<file path="src/rtl/lsu_arbiter.sv">
// Two-port arbiter in front of a single LSU: port 0 is the core, port 1 the
// accelerator. Grants are registered (one cycle of latency from IDLE). The
// downstream request is a combinational copy of the granted port. A grant
// is held across completions while the owner asserts lock, and is dropped
// after TIMEOUT granted cycles without a completion.
//
//   state  | meaning
//   -------+---------------------------------------------------------
//   IDLE   | no owner; all lsu_* outputs driven to 0
//   GRANT0 | core owns the LSU; lsu_* mirror the p0_* inputs
//   GRANT1 | accelerator owns the LSU; lsu_* mirror the p1_* inputs
module lsu_arbiter #(
    parameter int RR      = 1,
    parameter int TIMEOUT = 255
) (
    input  logic        clk,
    input  logic        rst,

    input  logic        p0_ren,
    input  logic        p0_wen,
    input  logic [1:0]  p0_type,
    input  logic [31:0] p0_addr_base,
    input  logic [31:0] p0_addr_offset,
    input  logic [31:0] p0_wdata,
    input  logic        p0_lock,
    output logic        p0_done,
    output logic [31:0] p0_rdata,
    output logic        p0_err,

    input  logic        p1_ren,
    input  logic        p1_wen,
    input  logic [1:0]  p1_type,
    input  logic [31:0] p1_addr_base,
    input  logic [31:0] p1_addr_offset,
    input  logic [31:0] p1_wdata,
    input  logic        p1_lock,
    output logic        p1_done,
    output logic [31:0] p1_rdata,
    output logic        p1_err,

    output logic        lsu_ren,
    output logic        lsu_wen,
    output logic [1:0]  lsu_type,
    output logic [31:0] lsu_addr_base,
    output logic [31:0] lsu_addr_offset,
    output logic [31:0] lsu_wdata,
    input  logic        lsu_done,
    input  logic [31:0] lsu_rdata
);

    localparam int            CW      = $clog2(TIMEOUT + 1);
    localparam logic [CW-1:0] CNT_TC  = CW'(TIMEOUT - 1);
    localparam logic [CW-1:0] CNT_MAX = '1;

    typedef enum logic [1:0] {
        IDLE   = 2'd0,
        GRANT0 = 2'd1,
        GRANT1 = 2'd2
    } state_t;

    state_t        state, state_nxt;
    logic          last, last_nxt;
    logic [CW-1:0] cnt, cnt_nxt;

    logic req0, req1;
    logic granted;
    logic sel_req, sel_lock;
    logic timeout;
    logic rel;
    logic kill_req;

    // With both ports requesting, round-robin hands the grant to whichever
    // port did not hold it most recently; fixed priority always picks port 0.
    function automatic state_t decide(input logic r0, input logic r1, input logic lst);
        state_t s;
        if (r0 && r1) begin
            s = ((RR != 0) && (lst == 1'b0)) ? GRANT1 : GRANT0;
        end else if (r0) begin
            s = GRANT0;
        end else if (r1) begin
            s = GRANT1;
        end else begin
            s = IDLE;
        end
        return s;
    endfunction

    assign req0 = p0_ren | p0_wen;
    assign req1 = p1_ren | p1_wen;

    // Next-state, last-granted and timeout-counter logic.
    always_comb begin
        granted   = (state != IDLE);
        sel_req   = (state == GRANT1) ? req1    : req0;
        sel_lock  = (state == GRANT1) ? p1_lock : p0_lock;
        // A completion in the same cycle takes precedence over the timeout.
        timeout   = granted && (cnt == CNT_TC) && !lsu_done;
        // Timeout releases even a locked owner.
        rel       = granted && ((lsu_done && !sel_lock) || (!sel_req && !sel_lock) || timeout);

        state_nxt = state;
        last_nxt  = last;
        cnt_nxt   = cnt;

        if (state == IDLE) begin
            state_nxt = decide(req0, req1, last);
        end else if (rel) begin
            // Re-arbitrate immediately with the releasing port as most recent.
            state_nxt = decide(req0, req1, state == GRANT1);
        end

        if (state_nxt == GRANT0) begin
            last_nxt = 1'b0;
        end else if (state_nxt == GRANT1) begin
            last_nxt = 1'b1;
        end

        // Every release starts a fresh grant, even one back to the same port.
        if ((state_nxt != state) || lsu_done || rel) begin
            cnt_nxt = '0;
        end else if (granted && (cnt != CNT_MAX)) begin
            cnt_nxt = cnt + CW'(1);
        end
    end

    // State, last-granted and counter registers with synchronous reset.
    always_ff @(posedge clk) begin
        if (rst) begin
            state <= IDLE;
            last  <= 1'b1;
            cnt   <= '0;
        end else begin
            state <= state_nxt;
            last  <= last_nxt;
            cnt   <= cnt_nxt;
        end
    end

    // Output steering: mirror the owner downstream, route completion back.
    always_comb begin
        kill_req        = lsu_done | timeout;
        lsu_ren         = 1'b0;
        lsu_wen         = 1'b0;
        lsu_type        = 2'd0;
        lsu_addr_base   = 32'd0;
        lsu_addr_offset = 32'd0;
        lsu_wdata       = 32'd0;
        p0_done         = 1'b0;
        p0_rdata        = 32'd0;
        p0_err          = 1'b0;
        p1_done         = 1'b0;
        p1_rdata        = 32'd0;
        p1_err          = 1'b0;

        case (state)
            GRANT0: begin
                lsu_ren         = p0_ren & ~kill_req;
                lsu_wen         = p0_wen & ~kill_req;
                lsu_type        = p0_type;
                lsu_addr_base   = p0_addr_base;
                lsu_addr_offset = p0_addr_offset;
                lsu_wdata       = p0_wdata;
                p0_done         = lsu_done;
                p0_rdata        = lsu_rdata;
                p0_err          = timeout;
            end
            GRANT1: begin
                lsu_ren         = p1_ren & ~kill_req;
                lsu_wen         = p1_wen & ~kill_req;
                lsu_type        = p1_type;
                lsu_addr_base   = p1_addr_base;
                lsu_addr_offset = p1_addr_offset;
                lsu_wdata       = p1_wdata;
                p1_done         = lsu_done;
                p1_rdata        = lsu_rdata;
                p1_err          = timeout;
            end
            default: begin
            end
        endcase
    end

endmodule
</file>
<file path="config.mk">
export PLATFORM = sky130hd
export DESIGN_NAME = lsu_arbiter
export DESIGN_NICKNAME = d
export VERILOG_FILES = /design/src/rtl/lsu_arbiter.sv
export SDC_FILE = /design/constraint.sdc
export NUM_CORES = 1
export LEC_CHECK = 0
export ABC_AREA = 0
export BUFFER_PORTS_ARGS = -buffer_cell sky130_fd_sc_hd__buf_2
export CORE_AREA = 3 3 155 157
export CTS_CLUSTER_DIAMETER = 150
export CTS_CLUSTER_SIZE = 25
export DETAILED_ROUTE_END_ITERATION = 8
export DIE_AREA = 0 0 158 160
export PLACE_DENSITY = 0.4
export SYNTH_ARGS = -nofsm -noshare
export SYNTH_HDL_FRONTEND = slang
export SYNTH_SLANG_ARGS = --single-unit
</file>
<file path="constraint.sdc">
create_clock -name clk -period 2.2 [get_ports clk]
set_clock_uncertainty 0.2 [all_clocks]
set_input_delay 0.11 -clock clk [delete_from_list [all_inputs] [get_ports clk]]
set_output_delay 0.11 -clock clk [all_outputs]
set_load 0.01 [all_outputs]
</file>
## Word-level counts from Yosys, hierarchy flattened

Cells that the tools add are included.

- Muxes and demuxes: 24
- $add $sub $neg: 1
- Equal/unequal tests: 7
- Bitwise gates (word level): 8
- Reductions and logical operators: 18

Operators by type and width:

| kind | count |
|---|---|
| 32-bit case mux with 2 select lines | 3 |
| 32-bit two-way mux | 2 |
| 2-bit two-way mux | 8 |
| 8-bit by 1-bit adder with 8-bit output, second input constant | 1 |
| 8-bit equality test, second input constant | 1 |
| 1-bit two-way mux | 8 |
| 8-bit inequality test, second input constant | 1 |
| 1-bit logical AND | 7 |
| 1-bit AND | 4 |
| 2-bit by 1-bit equality test with 1-bit output, second input constant | 2 |
| 2-bit equality test, second input constant | 2 |
| 1-bit logical OR | 4 |
| 1-bit case mux with 2 select lines | 2 |
| 2-bit case mux with 2 select lines | 1 |
| 2-bit nonzero test | 2 |
| 1-bit zero test | 3 |
| 1-bit OR | 3 |
| 2-bit zero test | 1 |
| 2-bit inequality test | 1 |
| 2-bit OR reduction | 1 |
| 1-bit NOT | 1 |

- Input port bits: 237
- Flip-flop bits (word level): 11

## Longest topological paths before layout

Gate-level depths: netlist (run 1).

- Depth in word-level cells: 13
- Mapped depth: 12
- Mapped depth without buffers: 11

## Worst setup path after synthesis (run 1)

OpenSTA, ideal clock, no wires.

- Path kind: reg2reg
- From: register state[0]
- To: register last
- Period minus slack after synthesis: 2.356 ns
- Arrival time: 2.039 ns
- Setup slack: -0.156 ns
- Cell stages (with the launch flop): 11
- Path through: dfxtp_1 > inv_1 > ha_1 > buf_4 > nor3_1 > o31a_1 > o41ai_1 > nor2_1 > ha_1 > mux2i_1 > nand2b_1

- Word-level cells in the longest chain between the ends: 11
- Elaborated cells on any way between the ends: 22

Ends and longest elaborated chain:

| element | line | RTL |
|---|---|---|
| start, declared | 61 | `state_t state, state_nxt;` |
| start signal, assigned | 133 | `state <= state_nxt;` |
| 2-bit equality test | 94, 95, 109 |  |
| 1-bit two-way mux, on equally long branches | 95, 94 |  |
| 1-bit zero test | 99 | `rel = granted && ((lsu_done && !sel_lock) \|\| (!sel_req && !sel_lock) \|\| timeout);` |
| 1-bit logical AND | 99 |  |
| 1-bit logical OR (2 in series) | 99 |  |
| 1-bit logical AND | 99 |  |
| 2-bit two-way mux | 107 | `end else if (rel) begin` |
| 2-bit two-way mux * | 105 | `if (state == IDLE) begin` |
| net state_nxt[0] | 61 |  |
| 2-bit by 1-bit equality test with 1-bit output / 2-bit equality test (equally long branches) | 112, 114 |  |
| 1-bit two-way mux / 2-bit nonzero test (equally long branches) | -- |  |
| end signal, assigned | 134 | `last <= last_nxt;` |
| end, declared | 62 | `logic last, last_nxt;` |

The timed path passes the listed nets; every way through them passes the cells marked *.
A chain may end at the register's enable or synchronous reset.

## Worst setup path in the final report (run 1)

- From: register state[0]
- To: register last

- Word-level cells in the longest chain between the ends: 11
- Elaborated cells on any way between the ends: 22

Ends and longest elaborated chain:

| element | line |
|---|---|
| 2-bit equality test | 94, 95, 109 |
| 1-bit two-way mux, on equally long branches | 95, 94 |
| 1-bit zero test | 99 |
| 1-bit logical AND | 99 |
| 1-bit logical OR (2 in series) | 99 |
| 1-bit logical AND | 99 |
| 2-bit two-way mux | 107 |
| 2-bit two-way mux * | 105 |
| 2-bit by 1-bit equality test with 1-bit output / 2-bit equality test (equally long branches) | 112, 114 |
| 1-bit two-way mux / 2-bit nonzero test (equally long branches) | -- |

Every way passes the cells marked *; elsewhere a longest branch is shown, timed or not.

==> flow_metrics.tcl, run 1 <==
set metrics [dict create \
    post_synth.cell_area_avg_um2 6.90 \
    area_delta_synth_final_pct 107 \
    fin_crit_ns 2.26 \
    min_to "cnt[4]$_SDFFE_PP0P_" \
    final-max-slew-violation-count 0 \
    grt_antenna_before_repair 1 \
    drtAntennaViolNets 0 \
    endpoint_kind "flop" \
    synth_area_leaders "a22oi_1 26%, nor2b_1 22%, and2_1 15%" \
    grt_first_pass_wirelength_um 23700 \
    synth_cells 404 \
    htree_levels 1 \
    dieWidth_um 158 \
    max_slew_margin_pct 76.9 \
    worst_slack_ns -0.0624 \
    critPathMaxStageDelay_ns 0.35 \
    seq_area_frac_synth_pct 7.90 \
    dieArea_um2 25300 \
    synth_edf_count 0 \
    grt_pass1_vias 4199 \
    reg2reg_to "last$_SDFFE_PP1P_" \
    ys_types 39 \
    cp-startpoint "state[0]$_SDFF_PP0_" \
    hold_viol_final 0 \
    worst-path-buf-inv 1 \
    cpMostUsedCell "mux2i_1" \
    crit_fanout 4 \
    max-cap-violations 0 \
    max_freq_mhz 442 \
    yosysTopAreaCell "a22oi_1" \
    grt_usage_pct 11.6 \
    required_ns 2.13 \
    synth_fp_nets 648 \
    utilization_pct 25.5 \
    gr-total-overflow 0 \
    portBuffers 404 \
    clockBufferDepth 2 \
    globalplace.congestion 0.850 \
    route.detailed.drc 0 \
    crit_arrival_ns 2.19 \
    viasPerCell 4.05 \
    hold_path.class "primary input to flop" \
    rsz0062_at_grt "yes" \
    crit_family "adder cells" \
    synth_common_cells "99 x nor2b_1, 98 x a22oi_1, 68 x and2_1, 35 x clkbuf_1, 15 x nor2_1" \
    die_h_um 160 \
    synth_warnings 0 \
    ys_async_sr_fraction_pct 0 \
    first_iter_violations 287 \
    ys_ff_latch 11 \
    critical_path_class "flop to flop" \
    run_status "complete, but fails checks" \
    antenna_cells 0 \
    cts_sinks 11 \
    tns_ns -0.218 \
    path_clk_slew_ns 0.04 \
    cts_root_buf "clkbuf_16" \
    synth.most_common_cell "nor2b_1" \
    power_density_nw_per_um2 854 \
    clk_latency_ns 0.24 \
    holdWs_ns 0.301 \
    ff2ff_setup_slack_ns -0.06 \
    first_pass_iters 5 \
    crit_path_start_kind "flop" \
    start_util_pct 12.3 \
    layout.nets 1061 \
    post_drt_wl_per_cell_um 15.9 \
    crit_slowest_cell "dfxtp_4" \
    hold_start "lsu_done" \
    period_share_pct 103 \
    io_pins 405 \
    critical_path_cell_count 9 \
    worst_pin_slew_ns 0.346 \
    synthFlopType "dfxtp_1" \
    grt_max_degree 61 \
    hold_path_depth 5 \
    synth_top_area_share_pct 26.4 \
    p_leak_nw 2.97 \
    setup_violations 6 \
    routed_wl_um 17500 \
    dp_hpwl_um 13800 \
    ff2ff_path_depth 9 \
    peakVddDrop_mv 0.577 \
    syn-cell-area_um2 2790 \
    crit_path_cell_trace "inv_4 > ha_4 > nor3b_1 > o31a_1 > nor3_2 > mux2i_1 > ha_1 > mux2i_1 > nand2b_1" \
    rr_startpoint "state[0]$_SDFF_PP0_" \
    vias 4458 \
    coreArea_um2 22600 \
    numCtsBuffers 3 \
    violations "negative setup slack" \
    tritoncts "built" \
    num_rows 55 \
    drive_above_1_share_pct 58.9 \
]
## area by class of cell
| type | instances | area (µm²) |
|---|---|---|
| Clock buffer | 4 | 78.8 |
| Fill cell | 2567 | 16900 |
| Sequential cell | 11 | 225 |
| Inverter | 5 | 21.3 |
| Timing Repair Buffer | 450 | 2580 |
| Tap cell | 285 | 357 |
| Multi-Input combinational cell | 346 | 2510 |
## report_power, final
group / switching (mW) / leakage, nW / internal [mW] / total [mW]
registers: 0.0224 / 0.0903 / 0.234 / 0.256
logic: 2.21 / 2.84 / 2.12 / 4.33
clock network: 0.0942 / 0.0382 / 0.244 / 0.338
total: 2.33 / 2.97 / 2.60 / 4.93
## timing repair
action                                  4_1_cts  5_1_grt
hold buffers                                  1        0
endpoints found under the hold margin         3        0
setup buffers                                 0        5
pin swaps                                     3        6
gates resized for setup                       7       23
cloned                                        0        4
endpoints found under the setup margin       11       49
## how the worst max path moves through the flow
stage | endpoint | slack, ns
final | last$_SDFFE_PP1P_ | -0.06
after global routing | last$_SDFFE_PP1P_ | -0.23
after CTS | last$_SDFFE_PP1P_ | -0.05
after detailed placement | last$_SDFFE_PP1P_ | -0.11
after global placement | last$_SDFFE_PP1P_ | -0.12
after floorplan | last$_SDFFE_PP1P_ | -0.09
## tightest hold or removal path: stages
cell and delay, ns:
buf_2 0.16, nor2_1 0.06, o21ai_1 0.12, a221oi_4 0.07, nor4bb_4 0.16
## per-stage QoR
| step | worst slack, ns | cells | total power, mW | area (µm²) |
|---|---|---|---|---|
| floorplan | -0.0933 | 404 | 2.62 | 2820 |
| global placement | -0.125 | 1088 | 4.33 | 5410 |
| detailed placement | -0.112 | 1088 | 4.30 | 5410 |
| CTS | -0.0458 | 1092 | 4.61 | 5500 |
| global route | -0.226 | 1101 | 5.38 | 5770 |
| finish | -0.0624 | 1101 | 4.93 | 5770 |
## state kept, by name, indices dropped and copies added, names as in the netlist
register / cells
cnt: 8
last: 1
state: 2
## layer usage
layer	global-route usage (%)	share of wire, %	up-vias
met2	21.8	51	160
met5	0	0.069	-
met4	1.10	0.52	2
met1	14.2	42	2026
li1	-	-	2260
met3	1.79	6.0	10
## cells in the final DEF (no fill, tap or decap), types with 3 or more instances in the layout
| cell type | n |
|---|---|
| buf_2 | 404 |
| nor2b_1 | 96 |
| a22oi_1 | 95 |
| and2_1 | 68 |
| buf_4 | 28 |
| nor2_1 | 15 |
| dfxtp_1 | 9 |
| nand2_1 | 7 |
| clkbuf_16 | 7 |
| mux2i_1 | 6 |
| buf_6 | 5 |
| buf_12 | 5 |
| inv_1 | 4 |
| nor3_2 | 4 |
| nand3_1 | 3 |
| nor3_1 | 3 |
| a22oi_2 | 3 |
| nor2b_2 | 3 |
| xnor2_1 | 3 |
| nor3b_2 | 3 |
| ha_4 | 3 |
| ha_1 | 3 |
| buf_16 | 3 |
## cell families after synthesis
logic type | count (synthesis) | synth area share [%]
DFF | 11 | 7.90
xor gates and xnor gates | 3 | 0.943
muxes | 7 | 2.56
AOI/OAI and AO/OA | 113 | 30.4
adders and majority gates | 7 | 3.14
and+or+nand+nor | 216 | 48.0
buffers and inverters | 47 | 7.01
(Power assumes the default switching activity.)
==> inputs of run 2 (changes only) <==
PLACE_DENSITY = unset   (was 0.4)
PLACE_DENSITY_LB_ADDON = 0.05   (was unset)
==> run 2 against run 1 <==
  * The flow still finishes with violations (negative setup slack)
  * Clock power about the same
  * Count of clock-buffer cells in the layout down 1
  * Global-route usage up 2.3 points
  * Final cell count up 0.73%
  * Non-clock buffer count up 5
  * Sequential cell count unchanged
  * Sequential power about the same
  * Register-to-register slack about the same
  * Design area up 0.69%
  * Wire length up 13%
  * First-iteration DRC count down 37%
  * Critical path type unchanged
==> flow_metrics.tcl, run 2 (same netlist as run 1, synthesis figures left out) <==
set metrics [dict create \
    run_status "complete, but fails checks" \
    violations "negative setup slack" \
    p_clk_share_pct 6.8 \
    crit_arrival_ns 2.21 \
    cts_root_buf "clkbuf_16" \
    path_clk_slew_ns 0.05 \
    post_dp_cell_area_um2 5480 \
    tritoncts "built" \
    hold_viol_final 0 \
    crit_path_start_kind "flop" \
    hold_path.class "primary input to flop" \
    crit_slowest_cell "dfxtp_4" \
    die_h_um 160 \
    reg.largest.list "cnt (8), state (2), last (1)" \
    grt_antenna_before_repair 4 \
    worst-path-buf-inv 2 \
    max_freq_mhz 439 \
    drtAntennaViolNets 0 \
    final-max-slew-violation-count 0 \
    critical_path_class "flop to flop" \
    dp_hpwl_um 15900 \
    io_pins 405 \
    gr-total-overflow 0 \
    vias 4668 \
    grt_first_pass_wirelength_um 27500 \
    worst_pin_slew_ns 0.294 \
    route.detailed.drc 0 \
    portBuffers 404 \
    endpoint_kind "flop" \
    post_drt_wl_per_cell_um 17.9 \
    clockBufferDepth 2 \
    largest_reg_flops 8 \
    globalplace.congestion 0.753 \
    fin_crit_ns 2.28 \
    critPathMaxStageDelay_ns 0.34 \
    peakVddDrop_mv 0.338 \
    grt_usage_pct 13.9 \
    clk_latency_ns 0.24 \
    required_ns 2.13 \
    rsz0062_at_grt "yes" \
    coreArea_um2 22600 \
    multi_input_area_um2 2520 \
    layout.nets 1066 \
    dieArea_um2 25300 \
    final_common_cell "buf_2" \
    grt_pass1_vias 4692 \
    switching_power_mw 2.37 \
    sw_frac_of_total_pct 47.1 \
    max-cap-violations 0 \
    holdWs_ns 0.231 \
    crit_family "compound AO/OA/AOI/OAI gates" \
    largest_register "cnt" \
    routed_wl_um 19800 \
    viasPerCell 4.21 \
    power.share.sequential_pct 5.1 \
    critical_path_cell_count 11 \
    area_delta_synth_final_pct 108 \
    intPower_mw 2.66 \
    layout_common_cells "404 x buf_2, 99 x nor2b_1, 98 x a22oi_1" \
    dieWidth_um 158 \
    numCtsBuffers 3 \
    final_area_um2 5810 \
    max_slew_margin_pct 80.3 \
    cts_sinks 11 \
    power_density_nw_per_um2 866 \
    worst_slack_ns -0.0772 \
    start_util_pct 12.3 \
    power_mw 5.03 \
    num_rows 55 \
    setup_violations 7 \
    first_pass_iters 4 \
    p_leak_nw 3.02 \
    hold_path_depth 4 \
    combPwrFrac_pct 88.1 \
    fill_cells 2611 \
    crit_fanout 4 \
    ff2ff_path_depth 11 \
    grt_max_degree 51 \
    crit_path_cell_trace "inv_4 > buf_6 > ha_4 > mux2i_2 > o31a_1 > o21ai_1 > o41ai_2 > nor2_1 > ha_1 > mux2i_1 > nand2b_1" \
    period_share_pct 104 \
    regArea_um2 225 \
    drive_above_1_share_pct 59.1 \
    htree_levels 1 \
    first_iter_violations 181 \
]
## run 2: cell types whose count changed in the layout (fill, tap and decap cells not counted), moves of 2 or more
cell | previous run | this run
a22oi_1 | 95 | 98
a22oi_2 | 3 | 0
buf_12 | 5 | 8
buf_4 | 28 | 32
buf_6 | 5 | 7
clkbuf_16 | 7 | 4
diode_2 | 0 | 3
nor2b_1 | 96 | 99
nor2b_2 | 3 | 0
nor3_2 | 4 | 2
nor3_4 | 0 | 2
## run 2: cell type report
cell class              instances  area share [%]
multi-input cells             346            43.5
repair buffers                455            44.6
well taps                     285            6.14
inverters                       5           0.409
clock buffers                   3            1.29
clock inverters                 1          0.0862
diodes                          3           0.129
flip-flops and latches         11            3.88
## run 2: worst register-to-register path, stage by stage (launching register included)
cell	delay (ns)
dfxtp_4	0.34
inv_4	0.06
buf_6	0.10
ha_4	0.13
mux2i_2	0.22
o31a_1	0.28
o21ai_1	0.11
o41ai_2	0.08
nor2_1	0.09
ha_1	0.30
mux2i_1	0.18
nand2b_1	0.07
## run 2: final timing paths
check	startpoint	endpoint	slack (ns)
worst max-delay path	state[0]$_SDFF_PP0_	last$_SDFFE_PP1P_	-0.08
worst min-delay path	p1_wen	state[0]$_SDFF_PP0_	0.23
worst max register to register	state[0]$_SDFF_PP0_	last$_SDFFE_PP1P_	-0.08
worst min register to register	last$_SDFFE_PP1P_	last$_SDFFE_PP1P_	0.34
## run 2: metrics by stage
stage                     util, %  TNS [ns]  instances  worst slack, ns
final                        25.7    -0.283       1109          -0.0772
after global routing         25.7     -1.23       1109           -0.210
after global placement       24.2    -0.372       1093           -0.148
after floorplan                 -   -0.0933        404          -0.0933
after CTS                    25.2    -0.499       1104           -0.133
after detailed placement     24.2    -0.405       1093           -0.131
## run 2: power by group through the flow
stage          Sequential (mW)  Clock (mW)  Combinational, mW
6_report                 0.259       0.341               4.43
5_1_grt                  0.265       0.364               4.87
4_1_cts                  0.260       0.352               4.41
3_5_place_dp             0.261           0               4.21
3_3_place_gp             0.263           0               4.19
2_1_floorplan            0.264           0               2.36
## run 2: metal layers
| layer | track usage, % | share of wire [%] | vias to the layer above |
|---|---|---|---|
| li1 | - | - | 2264 |
| met1 | 14.4 | 36 | 2172 |
| met2 | 28.0 | 55 | 214 |
| met3 | 3.28 | 8.3 | 16 |
| met4 | 2.50 | 1.2 | 2 |
| met5 | 0 | 0.055 | - |
## run 2: timing repair
item / CTS / global route
hold endpoints to repair: 3 / 0
hold buffers: 1 / 0
pin swaps: 15 / 8
cloned: 1 / 1
setup buffers: 5 / 1
endpoints found under the setup margin: 41 / 70
resized for setup: 16 / 16
==> inputs of run 3 (changes only) <==
ABC_CLOCK_PERIOD_IN_PS = 2200   (was unset)
BUFFER_PORTS_ARGS = unset   (was -buffer_cell sky130_fd_sc_hd__buf_2)
CORE_AREA = 3 3 156 158   (was 3 3 155 157)
DIE_AREA = 0 0 159 161   (was 0 0 158 160)
DONT_BUFFER_PORTS = 1   (was unset)
MAX_ROUTING_LAYER = met4   (was unset)
==> run 3 against run 2 <==
  * Fmax decreased by 1.4%
  * The run still ends with negative setup slack left
  * Sequential share of layout area increased by 1.7 points
  * Die area increased by 1.3%
  * Non-clock buffer count fell by 394
  * Final cell count is 33% lower
  * Clock power rose by 2%
  * Sequential cell count unchanged
  * Largest cell class is now multi-input combinational cells
  * Combinational power decreased by 12%
  * Power shrank 11%
  * First-iteration DRC count up 9.9%
  * Critical path depth fell by 1
  * Highest routed layer is now met4
  * Wire length decreased by 13%
  * Largest power group unchanged
==> flow_metrics.tcl, run 3 (same netlist as run 1, synthesis figures left out) <==
set metrics [dict create \
    post_dp_cell_area_um2 3480 \
    vias 3382 \
    multi_input_area_um2 2710 \
    grt_usage_pct 11.5 \
    drtAntennaViolNets 0 \
    dieWidth_um 159 \
    p_clk_share_pct 7.7 \
    worst_pin_slew_ns 0.307 \
    crit_slowest_cell "dfxtp_4" \
    met1_usage_pct 13.5 \
    hold_path_depth 4 \
    final-max-slew-violation-count 0 \
    grt_util_met3_pct 2.74 \
    worst_slack_ns -0.108 \
    run_status "complete, but fails checks" \
    gr-total-overflow 0 \
    max_slew_margin_pct 79.5 \
    crit_path_start_kind "flop" \
    grt_max_degree 83 \
    post_drt_wl_per_cell_um 23.0 \
    numCtsBuffers 3 \
    reg.largest.list "cnt (8), state (2), last (1)" \
    rsz0062_at_grt "yes" \
    setup_violations 6 \
    cts_sinks 11 \
    globalplace.congestion 0.835 \
    busiest_layer "met2" \
    cpMostUsedCell "buf_4" \
    combPwrFrac_pct 86.4 \
    period_share_pct 105 \
    fin_cells 748 \
    required_ns 2.13 \
    fill_cells 2682 \
    max_freq_mhz 433 \
    p_leak_nw 1.28 \
    tritoncts "built" \
    max-cap-violations 0 \
    grt_antenna_before_repair 2 \
    intPower_mw 2.24 \
    routed_wl_um 17200 \
    final_area_um2 4080 \
    die_h_um 161 \
    largest_reg_flops 8 \
    dp_cells 726 \
    crit_fanout 4 \
    num_rows 56 \
    sw_frac_of_total_pct 50.1 \
    crit_arrival_ns 2.24 \
    route.detailed.drc 0 \
    hold_path.class "primary input to flop" \
    regArea_um2 228 \
    drive_above_1_share_pct 30.0 \
    coreArea_um2 23300 \
    endpoint_kind "flop" \
    holdWs_ns 0.103 \
    start_util_pct 12.0 \
    crit_path_cell_trace "buf_4 > ha_4 > mux2i_4 > o31a_1 > buf_4 > o41ai_4 > nor2_1 > ha_1 > mux2i_1 > nand2b_1" \
    gr-usage-met2_pct 20.5 \
    portBuffers 0 \
    fin_crit_ns 2.31 \
    grt_pass1_vias 3184 \
    path_clk_slew_ns 0.05 \
    htree_levels 1 \
    viasPerCell 4.52 \
    clockBufferDepth 2 \
    area_delta_synth_final_pct 46.3 \
    hold_viol_final 0 \
    violations "negative setup slack" \
    critical_path_class "flop to flop" \
    dp_hpwl_um 13700 \
    first_iter_violations 199 \
    grt_first_pass_wirelength_um 22200 \
    layout_common_cells "87 x a22oi_1, 85 x nor2b_1, 66 x and2_1" \
    power.share.sequential_pct 5.9 \
    ff2ff_path_depth 10 \
    power_density_nw_per_um2 1100 \
    cts_root_buf "clkbuf_16" \
    io_pins 405 \
    switching_power_mw 2.25 \
    first_pass_iters 5 \
    layout.nets 672 \
    power_mw 4.49 \
    dieArea_um2 25600 \
    peakVddDrop_mv 0.293 \
    largest_register "cnt" \
    dp_slack_ns -0.181 \
    final_common_cell "a22oi_1" \
    clk_latency_ns 0.24 \
    critPathMaxStageDelay_ns 0.36 \
]
[run 3: cell type report]
class	instances	area share, %
antenna	2	0.123
timing repair buffer	61	15.5
tap	319	9.79
sequential	11	5.58
inverter	5	0.522
multi-input combinational	346	66.6
clock buffer	4	1.93
[run 3: power groups by stage]
| stage | Sequential, mW | Combinational [mW] | Clock, mW |
|---|---|---|---|
| final | 0.263 | 3.88 | 0.347 |
| after floorplan | 0.264 | 2.36 | 0 |
| after detailed placement | 0.263 | 3.40 | 0 |
| after global routing | 0.269 | 4.20 | 0.378 |
| after global placement | 0.265 | 3.39 | 0 |
| after CTS | 0.263 | 3.51 | 0.368 |
[run 3: final timing paths]
kind | start | to | slack, ns
hold reg to reg | last$_SDFFE_PP1P_ | last$_SDFFE_PP1P_ | 0.33
setup / recovery | state[1]$_SDFF_PP0_ | last$_SDFFE_PP1P_ | -0.11
setup reg to reg | state[1]$_SDFF_PP0_ | last$_SDFFE_PP1P_ | -0.11
hold / removal | p1_wen | state[0]$_SDFF_PP0_ | 0.10
[run 3: per-layer routing]
metal,part of all wire (%),wire length (µm),up-vias
met5,0,0,-
met4,1.4,242,0
met3,8.0,1380,17
met2,52,8880,230
met1,39,6730,1651
li1,-,-,1484
[run 3: metrics by stage]
step           TNS, ns  util [%]
5_1_grt         -0.971      17.5
2_1_floorplan  -0.0933         -
3_3_place_gp     -1.88      15.0
4_1_cts         -0.228      15.9
3_5_place_dp     -2.68      15.0
6_report        -0.324      17.5
[run 3: critical path: cells and delay by family (launching register included)]
family          cells  cell delay (ns)
compound gates      2             0.38
fa+ha+maj           2             0.46
buf+inv             2             0.30
flops               1             0.36
mux                 2             0.35
simple gates        2             0.14
[run 3: repair_timing]
| item | 4_1_cts | 5_1_grt |
|---|---|---|
| setup endpoints to repair | 95 | 76 |
| gates cloned | 0 | 3 |
| gates resized for setup | 25 | 60 |
| endpoints found under the hold margin | 3 | 3 |
| pin swaps | 7 | 12 |
| setup buffers | 4 | 12 |
